<file path="src/rtl/mem_wb_stage_if.sv">
// mem_wb_stage_if: data-memory request/acknowledge bus between the MEM stage and memory.
interface mem_wb_stage_if;
  logic        mem_req;
  logic        mem_we;
  logic [31:0] mem_addr;
  logic [31:0] mem_wdata;
  logic [31:0] mem_rdata;
  logic        mem_ack;
  modport master (output mem_req, mem_we, mem_addr, mem_wdata, input mem_rdata, mem_ack);
  modport slave  (input mem_req, mem_we, mem_addr, mem_wdata, output mem_rdata, mem_ack);
endinterface

</file>
<file path="src/rtl/mem_wb_stage.sv">
// mem_wb_stage: MEM stage access FSM plus MEM/WB pipeline register.
module mem_wb_stage (
  input  logic                  clk,
  input  logic                  rst,
  mem_wb_stage_if.master        mem,
  input  logic                  WB_ENin,
  input  logic [1:0]            MEM_Signal,
  input  logic [4:0]            Dest,
  input  logic [31:0]           ALU_Res,
  input  logic [31:0]           ST_Val,
  output logic                  freeze,
  output logic                  WB_EN,
  output logic [4:0]            WB_Dest,
  output logic [31:0]           WB_Data
);
  typedef enum logic [1:0] {IDLE, ACCESS, DONE} state_t;
  state_t      state_q;
  logic        req_q, we_q, wb_en_q;
  logic [31:0] addr_q, wdata_q, ld_q, wb_data_q, wb_data_d;
  logic [4:0]  wb_dest_q;
  logic        mem_op;
  assign mem_op    = |MEM_Signal;
  assign freeze    = mem_op & (state_q != DONE);
  assign wb_data_d = MEM_Signal[1] ? ld_q : ALU_Res;
  assign mem.mem_req   = req_q;
  assign mem.mem_we    = we_q;
  assign mem.mem_addr  = addr_q;
  assign mem.mem_wdata = wdata_q;
  assign WB_EN   = wb_en_q;
  assign WB_Dest = wb_dest_q;
  assign WB_Data = wb_data_q;
  // Reads win over writes when both MEM_Signal bits are set.
  always_ff @(posedge clk or negedge rst) begin
    if (!rst) begin
      state_q <= IDLE;
      req_q   <= 1'b0;
      we_q    <= 1'b0;
      addr_q  <= '0;
      wdata_q <= '0;
      ld_q    <= '0;
    end else begin
      case (state_q)
        IDLE: if (mem_op) begin
          state_q <= ACCESS;
          req_q   <= 1'b1;
          we_q    <= ~MEM_Signal[1];
          addr_q  <= {ALU_Res[31:2], 2'b00};
          wdata_q <= ST_Val;
        end
        ACCESS: if (mem.mem_ack) begin
          state_q <= DONE;
          req_q   <= 1'b0;
          we_q    <= 1'b0;
          ld_q    <= mem.mem_rdata;
        end
        default: state_q <= IDLE;
      endcase
    end
  end
  // A frozen cycle inserts a bubble so a stalled instruction writes back once.
  always_ff @(posedge clk or negedge rst) begin
    if (!rst) begin
      wb_en_q   <= 1'b0;
      wb_dest_q <= '0;
      wb_data_q <= '0;
    end else if (freeze) begin
      wb_en_q <= 1'b0;
    end else begin
      wb_en_q   <= WB_ENin;
      wb_dest_q <= Dest;
      wb_data_q <= wb_data_d;
    end
  end
endmodule

</file>
<file path="src/flat_wrapper.sv">
// flat-port wrapper written by rule: the top's interface ports become plain ports
module mem_wb_stage_flat 
  (clk, rst, WB_ENin, MEM_Signal, Dest, ALU_Res, ST_Val, freeze, WB_EN, WB_Dest, WB_Data, mem_mem_req, mem_mem_we, mem_mem_addr, mem_mem_wdata, mem_mem_rdata, mem_mem_ack);
  mem_wb_stage_if mem_i ();
  input  logic clk;
  input  logic rst;
  input  logic WB_ENin;
  input  logic [1:0] MEM_Signal;
  input  logic [4:0] Dest;
  input  logic [31:0] ALU_Res;
  input  logic [31:0] ST_Val;
  output logic freeze;
  output logic WB_EN;
  output logic [4:0] WB_Dest;
  output logic [31:0] WB_Data;
  output wire logic [$bits(mem_i.mem_req)-1:0] mem_mem_req;
  output wire logic [$bits(mem_i.mem_we)-1:0] mem_mem_we;
  output wire logic [$bits(mem_i.mem_addr)-1:0] mem_mem_addr;
  output wire logic [$bits(mem_i.mem_wdata)-1:0] mem_mem_wdata;
  input wire logic [$bits(mem_i.mem_rdata)-1:0] mem_mem_rdata;
  input wire logic [$bits(mem_i.mem_ack)-1:0] mem_mem_ack;
  assign mem_mem_req = mem_i.mem_req;
  assign mem_mem_we = mem_i.mem_we;
  assign mem_mem_addr = mem_i.mem_addr;
  assign mem_mem_wdata = mem_i.mem_wdata;
  assign mem_i.mem_rdata = mem_mem_rdata;
  assign mem_i.mem_ack = mem_mem_ack;
  mem_wb_stage u_core (.clk(clk), .rst(rst), .mem(mem_i), .WB_ENin(WB_ENin), .MEM_Signal(MEM_Signal), .Dest(Dest), .ALU_Res(ALU_Res), .ST_Val(ST_Val), .freeze(freeze), .WB_EN(WB_EN), .WB_Dest(WB_Dest), .WB_Data(WB_Data));
endmodule
</file>
<file path="config.mk">
export PLATFORM = sky130hd
export DESIGN_NAME = mem_wb_stage_flat
export DESIGN_NICKNAME = d
export VERILOG_FILES = /design/src/rtl/mem_wb_stage_if.sv /design/src/rtl/mem_wb_stage.sv /design/src/flat_wrapper.sv
export SDC_FILE = /design/constraint.sdc
export NUM_CORES = 1
export LEC_CHECK = 0
export ABC_CLOCK_PERIOD_IN_PS = 1750
export CORE_MARGIN = 4
export CORE_UTILIZATION = 44
export DETAILED_ROUTE_END_ITERATION = 8
export PLACE_DENSITY = 0.87
export SLEW_MARGIN = 20
export SYNTH_ARGS = -nofsm -noshare
export SYNTH_HDL_FRONTEND = slang
export SYNTH_SLANG_ARGS = --single-unit
</file>
<file path="constraint.sdc">
create_clock -name clk -period 1.75 [get_ports clk]
set_input_delay 0.525 -clock clk [delete_from_list [all_inputs] [get_ports clk]]
set_output_delay 0.525 -clock clk [all_outputs]
set_load 0.01 [all_outputs]
</file>
# ---- Word-level counts from Yosys, hierarchy flattened
# Cells that the tools add are included.
dict set report totals {
  reg_bits 136
  latchBits 0
  ram_bits 0
  mem_bits_ro 0
  out_inout_bits 105
  word_cells 32
  memories 0
}
dict set report classes {
  n_addsub 0
  mul 0
  div 0
  magnitude_cmp 0
  eq_ne 4
  n_shift 0
  muxes 10
  bitwise 2
  n_reduce_logical 7
}
# op count
set op_table {}
lappend op_table {{two-way mux 32 bit} 1}
lappend op_table {{AND reduction 2 bit} 3}
lappend op_table {{two-way mux 1 bit} 4}
lappend op_table {{two-way mux 2 bit} 2}
lappend op_table {{!= test 2 bit (second input constant)} 2}
lappend op_table {{one-hot mux 1 bit (2 select lines)} 2}
lappend op_table {{one-hot mux 2 bit (2 select lines)} 1}
lappend op_table {{AND reduction 3 bit} 1}
lappend op_table {{== test 2 x 1 -> 1 bit (second input constant)} 1}
lappend op_table {{logical NOT 2 bit} 1}
lappend op_table {{!= test 2 x 1 -> 1 bit (second input constant)} 1}
lappend op_table {{nonzero test 2 bit} 1}
lappend op_table {{OR reduction 2 bit} 1}
lappend op_table {{AND 1 bit} 1}
lappend op_table {{inverter 1 bit} 1}

# ---- Longest topological paths before layout
# Gate-level depths: netlist of run 1.
dict set report depth {
  ltp_word 3
  depth_mapped 6
}

# ---- Least setup slack after synthesis of run 1
# Ideal clock, no wire load.
dict set report synth_timing {
  kind {input port to flip-flop}
  from {input port MEM_Signal[1]}
  to {register u_core.addr_q[15], in the netlist u_core.mem.mem_addr[15]}
  arrival_time_ns 1.605
  t_required_ns 1.625
  setup_slack_ns 0.020
  cell_stages 6
  path_buffers 3
  path_cell_list {buf_4 > nor2_1 > or3_1 > buf_6 > buf_6 > mux2_4}
}
dict set report synth_between {
  elab_chain_cells 2
}
# item line_no
set synth_lines {}
lappend synth_lines {{start, declared} flat_wrapper.sv:8} ;# input logic [1:0] MEM_Signal;
lappend synth_lines {{OR reduction 2 bit} mem_wb_stage.sv:22} ;# assign mem_op = |MEM_Signal;
lappend synth_lines {{AND reduction 2 bit (no line)} -}
lappend synth_lines {{end signal, assigned} mem_wb_stage.sv:47} ;# addr_q <= {ALU_Res[31:2], 2'b00};
lappend synth_lines {{end, declared} mem_wb_stage.sv:19} ;# logic [31:0] addr_q, wdata_q, ld_q, wb_data_q, wb_data_d;
# No other way between the ends.
# A chain may end at the register's enable or synchronous reset.

# ---- Worst setup path after layout of run 1
dict set report layout_timing {
  from {register u_core.state_q[0]}
  to {output port freeze}
}
dict set report layout_between {
  elab_chain_cells 2
}
# item line_no
set layout_lines {}
lappend layout_lines {{start, declared} mem_wb_stage.sv:17} ;# state_t state_q;
lappend layout_lines {{start signal, assigned} mem_wb_stage.sv:35} ;# state_q <= IDLE;
lappend layout_lines {{start signal, assigned} mem_wb_stage.sv:44} ;# state_q <= ACCESS;
lappend layout_lines {{start signal, assigned} mem_wb_stage.sv:51} ;# state_q <= DONE;
lappend layout_lines {{!= test 2 bit} mem_wb_stage.sv:23} ;# assign freeze = mem_op & (state_q != DONE);
lappend layout_lines {{AND 1 bit} mem_wb_stage.sv:23}
lappend layout_lines {{end, declared} flat_wrapper.sv:12} ;# output logic freeze;
# No other way between the ends.

==> flow_summary.ini, run 1 <==
[synth]
synth.yosys.warnings = 0
yosysUniqueCellTypes = 17
synth.avg_cell_area_um2 = 17.0
seq_area_frac_synth_pct = 60.5
postSynthCellCount = 332
ys_ff_latch = 136
syn-cell-area_um2 = 5630

[floorplanning]
core-area_um2 = 12600
fp.dieH_um = 121
io_pins = 212
die_x_um = 121
initial_core_util_pct = 44.8
die-area_um2 = 14700
std_cell_rows = 41

[global_routing]
grt_max_degree = 44
grt-ovfl-total = 0
grt_pass1_vias = 4175
grt_pass1_wl_um = 22700
grtUsageTotal_pct = 20.3
antenna_found_initial = 0

[timing]
fmax_mhz = 597
finalMaxSlewViolations = 0
grt_setup_unrepaired = no
period_share_pct = 95.7
worst_pin_slew_ps = 540
tns_ps = 0
hold_ws_ps = 43.1
setup_viol = 0
fin_ws_ps = 74.6
relSlewSlack_pct = 64.0
hold_viol_final = 0
fin_skew_ps = 3.71
layout_min_cycle_time_ps = 1680

[setup_path]
crit_path_end_kind = primary output
timing.rr.start = u_core.state_q[0]
cpPeakStageDelay_ps = 350
critPathLaunch = u_core.state_q[0]
cp-start-kind = register
worst-path-max-fanout = 2
reg2regPathDepth = 4
crit_chain = inv_1 > a21oi_4 > buf_6
worst_ep_arrival_time_ps = 1150
required_ps = 1220
critPathSlowestCell = dfrtp_1
crit_type = reg -> out

[route]
via_per_inst = 4.87
wl_per_cell_um = 19.0
drt-total-wl_um = 14100
vias = 3628
drt-initial-drc-count = 117
ant_nets = 0
drtPass1Iterations = 4
route.detailed.drc = 0

[final_layout]
drive_above_1_share_pct = 38.4
fillCellCount = 940
num-nets-final = 667
finalInstanceArea_um2 = 8490
final_cells = 745
antenna_cells = 0
syn_to_final_growth_pct = 50.8

[job]
drv_cap = 0

[place]
place_ws_ps = -581
place_hpwl_um = 10300
postPlaceCellArea_um2 = 8040
place_congestion = 0.746
numPortBuffers = 209
post-place-cells = 713

[worst_hold_path]
hold_class = in -> async

[clock_tree]
cts_max_path_buffers = 2
clk_pin_slew_ps = 60
clock_sinks = 136
ctsHoldBuffers = 0
numCtsBuffers = 17
htreeDepth = 4
post_cts_buffers = 0
insertion_delay_ps = 410
tritoncts = built
cts_root_buf = clkbuf_16

[power_and_ir_drop]
p_per_area_nw_per_um2 = 1780
ir_worst_vdd_mv = 0.852
p_leak_nw = 3.91

[run_status]
status = finished clean
cells in the mapped netlist:
| library cell | number | share of area, % |
|---|---|---|
| mux2_2 | 116 | 23 |
| clkbuf_1 | 3 | 0.20 |
| nor2b_1 | 1 | 0.11 |
| buf_4 | 4 | 0.53 |
| a21oi_1 | 1 | 0.089 |
| dfrtp_1 | 136 | 60 |
| nor2_1 | 1 | 0.067 |
| or3_1 | 1 | 0.11 |
| mux2i_1 | 1 | 0.18 |
| o31ai_1 | 1 | 0.13 |
| buf_2 | 7 | 0.62 |
| mux2_4 | 47 | 13 |
| inv_1 | 2 | 0.13 |
| buf_6 | 6 | 1.2 |
| conb_1 | 1 | 0.067 |
| nand3b_1 | 1 | 0.13 |
| nand2_1 | 3 | 0.20 |
timing repair:
action | in CTS | in global routing
resized for setup | 107 | 3
endpoints found under the setup margin | 140 | 38
cloned | 0 | 0
pin swaps | 0 | 0
cell usage in the layout, fill, tap and decap left out, types with 2 or more instances in the layout:
master             n
buf_4             12
dfrtp_1          136
buf_6              2
clkdlybuf4s50_1  103
clkinvlp_4         5
clkinv_2           7
clkbuf_16         17
bufinv_16          2
inv_1              2
buf_12             7
mux2_2           116
conb_1             2
mux2_4            47
nand2_1            3
dlygate4sd2_1    102
routing by layer:
metal	up-vias	share of wire (%)	wire, um	GRT usage, %
met5	-	0	0	0
met4	0	1.8	250	7.44
met3	22	8.9	1260	8.44
met2	148	52	7310	34.6
met1	1824	38	5330	22.8
li1	1634	-	-	-
metrics by stage:
step	power [mW]	utilization (%)
2_1_floorplan	9.04	-
3_3_place_gp	12.3	64.0
3_5_place_dp	12.7	64.0
4_1_cts	15.3	67.5
5_1_grt	16.0	67.5
6_report	15.1	67.5
final timing paths:
check                                          endpoint  slack (ps)
worst max-delay path                             freeze          70
worst min-delay path            u_core.mem.mem_addr[27]          40
worst max register to register       u_core.WB_Data[31]         120
worst min register to register       u_core.mem.mem_req         470
max in group asynchronous                u_core.ld_q[4]        1190
min in group clk                     u_core.mem.mem_req         470
where the power goes:
group	total (mW)	internal (mW)	switching, mW
registers	5.56	4.75	0.818
logic	6.12	3.67	2.44
clock network	3.42	2.11	1.31
total	15.1	10.5	4.57
state kept, by name (all words and copies together), names as in the netlist:
signal                flops
u_core.WB_EN              1
u_core.ld_q              32
u_core.mem.mem_req        1
u_core.mem.mem_we         1
u_core.WB_Data           32
u_core.WB_Dest            5
u_core.state_q            2
u_core.mem.mem_addr      30
u_core.mem.mem_wdata     32
cell families (layout without fill, tap and decap cells):
group           count (synthesis)  count (layout)  synth area share, %
compound gates                  2               2                0.222
simple gates                    7               7                0.623
other cells                     1               2               0.0666
buf+inv                        22             262                 2.69
flops                         136             136                 60.5
mux                           164             164                 35.9
critical path: cells and delay by family (launching register included):
family | cells | cell delay [ps]
DFF | 1 | 350
AOI/OAI and AO/OA | 1 | 170
buffers and inverters | 2 | 220
final cells by class:
class	count	area (um2)	area share (%)
Sequential cell	136	3400	40.1
Timing Repair Buffer	228	2190	25.9
Multi-Input combinational cell	175	2100	24.7
Clock buffer	18	439	5.17
Tap cell	172	215	2.54
Clock inverter	14	133	1.56
Inverter	2	7.51	0.0884
Note: power is estimated with default switching activity, not from simulation.
==> run 2: changes to the inputs <==
--- a/config.mk
+++ b/config.mk
@@ -5,11 +5,11 @@
 export SDC_FILE = /design/constraint.sdc
 export NUM_CORES = 1
 export LEC_CHECK = 0
-export ABC_CLOCK_PERIOD_IN_PS = 1750
+export ABC_CLOCK_PERIOD_IN_PS = 1400
 export CORE_MARGIN = 4
-export CORE_UTILIZATION = 44
+export CORE_UTILIZATION = 40
 export DETAILED_ROUTE_END_ITERATION = 8
-export PLACE_DENSITY = 0.87
+export PLACE_DENSITY = 0.84
 export SLEW_MARGIN = 20
 export SYNTH_ARGS = -nofsm -noshare
 export SYNTH_HDL_FRONTEND = slang
==> constraint.sdc (replaced) <==
create_clock -name clk -period 1.4 [get_ports clk]
set_input_delay 0.42 -clock clk [delete_from_list [all_inputs] [get_ports clk]]
set_output_delay 0.42 -clock clk [all_outputs]
set_load 0.01 [all_outputs]
==> run 2 against run 1 <==
The run now ends with setup timing left. Flip-flop and latch count unchanged. First-iteration DRC count down 35%. Sequential power up 26%. Sequential share of layout area down 0.78 points. Register-to-register slack worse by 300 ps. Global-route usage down 1.6 points. Largest cell class unchanged. Combinational power up 40%. Power up 31%.
==> flow_summary.ini, run 2 (synthesis gave the netlist of run 1 again) <==
[clock_tree]
cts_max_path_buffers = 2
cts_root_buf = clkbuf_16
htreeDepth = 4
tritoncts = built
numCtsBuffers = 17
insertion_delay_ps = 410
clk_pin_slew_ps = 60
clock_sinks = 136

[final_layout]
final_util_pct = 62.6
final_cell_mix = dfrtp_1, mux2_2, clkdlybuf4s50_1
antenna_cells = 0
finalInstanceArea_um2 = 8660
drive_above_1_share_pct = 59.0
seqCellArea_um2 = 3400
num-nets-final = 702
syn_to_final_growth_pct = 53.9
mostFrequentLayoutCell = dfrtp_1
multiInputGateArea_um2 = 2120
fillCellCount = 1053

[timing]
grt_setup_unrepaired = yes
fmax_mhz = 632
tns_ps = -12730
worst_pin_slew_ps = 502
hold_viol_final = 0
period_share_pct = 113
layout_min_cycle_time_ps = 1580
relSlewSlack_pct = 66.5
fin_skew_ps = 7.23
finalMaxSlewViolations = 0
setup_viol = 126
fin_ws_ps = -181

[place]
postPlaceCellArea_um2 = 8040
place_hpwl_um = 10300
place_congestion = 0.793
numPortBuffers = 209

[global_routing]
grt_max_degree = 36
grt-ovfl-total = 0
antenna_found_initial = 0
grt_pass1_vias = 4269
grt_pass1_wl_um = 23200
grtUsageTotal_pct = 18.7

[route]
drt-initial-drc-count = 76
drtPass1Iterations = 4
drt-total-wl_um = 15100
ant_nets = 0
wl_per_cell_um = 19.2
vias = 3786
via_per_inst = 4.80
route.detailed.drc = 0

[setup_path]
cp-start-kind = register
crit_path_end_kind = register
worst-path-max-fanout = 30
worst_ep_arrival_time_ps = 1870
required_ps = 1690
crit_type = reg -> reg

[floorplanning]
fp.dieH_um = 127
core-area_um2 = 13800
die_x_um = 127
die-area_um2 = 16000
initial_core_util_pct = 40.7
io_pins = 212
std_cell_rows = 43

[power_and_ir_drop]
p_per_area_nw_per_um2 = 2290
total_power_mw = 19.8
p_leak_nw = 4.05
ir_worst_vdd_mv = 1.08

[worst_hold_path]
hold_class = in -> async

[job]
drv_cap = 0

[run_status]
violations = setup timing
status = finished with violations
run 2: per-layer routing:
| metal | vias up | track usage, % | share of wire [%] |
|---|---|---|---|
| li1 | 1694 | - | - |
| met1 | 1927 | 20.9 | 40 |
| met2 | 143 | 32.8 | 51 |
| met3 | 22 | 6.61 | 7.4 |
| met4 | 0 | 7.00 | 1.9 |
| met5 | - | 0 | 0 |
run 2: layout make-up:
class                      count  area share [%]
clock buffer                  22            5.48
sequential                   136            39.3
clock inverter                10            1.11
multi-input combinational    175            24.5
tap                          180            2.60
timing repair buffer         263            26.9
inverter                       2          0.0867
run 2: worst paths after layout:
path | startpoint | end | slack (ps) | cells past startpoint
hold reg to reg | u_core.WB_Data[24] | u_core.WB_Data[24] | 500 | 1
hold / removal | rst | u_core.mem.mem_addr[26] | 450 | 2
setup / recovery | u_core.state_q[0] | u_core.mem.mem_addr[20] | -180 | 4
min in group clk | u_core.WB_Data[24] | u_core.WB_Data[24] | 500 | 1
setup reg to reg | u_core.state_q[0] | u_core.mem.mem_addr[20] | -180 | 4
max in group asynchronous | rst | u_core.mem.mem_wdata[16] | 410 | 3
run 2: stage by stage:
step / setup slack, ps / hold slack (ps) / std cells
3_3_place_gp: -749 / 312 / 719
5_1_grt: -222 / 449 / 788
6_report: -181 / 446 / 788
4_1_cts: -194 / 442 / 771
3_5_place_dp: -755 / 320 / 719
2_1_floorplan: -217 / 124 / 333
run 2: power breakdown:
group | switching, mW | total [mW] | leakage (nW) | internal, mW
registers | 1.05 | 6.99 | 1.59 | 5.93
logic | 3.32 | 8.57 | 2.18 | 5.26
clock network | 1.65 | 4.23 | 0.268 | 2.58
run 2: worst max-delay path, cell delays in order, from the launching register on:
cell     delay (ps)
dfrtp_1         400
buf_6           120
or3_4           380
buf_12          210
mux2_4          320
run 2: what timing repair did:
action                                  CTS  global route
pin swaps                                 1             1
gates cloned                              4             2
endpoints found under the hold margin    23             0
endpoints found under the setup margin  221           173
setup buffers                            15            16
hold buffers                              1             0
resized for setup                       427            25
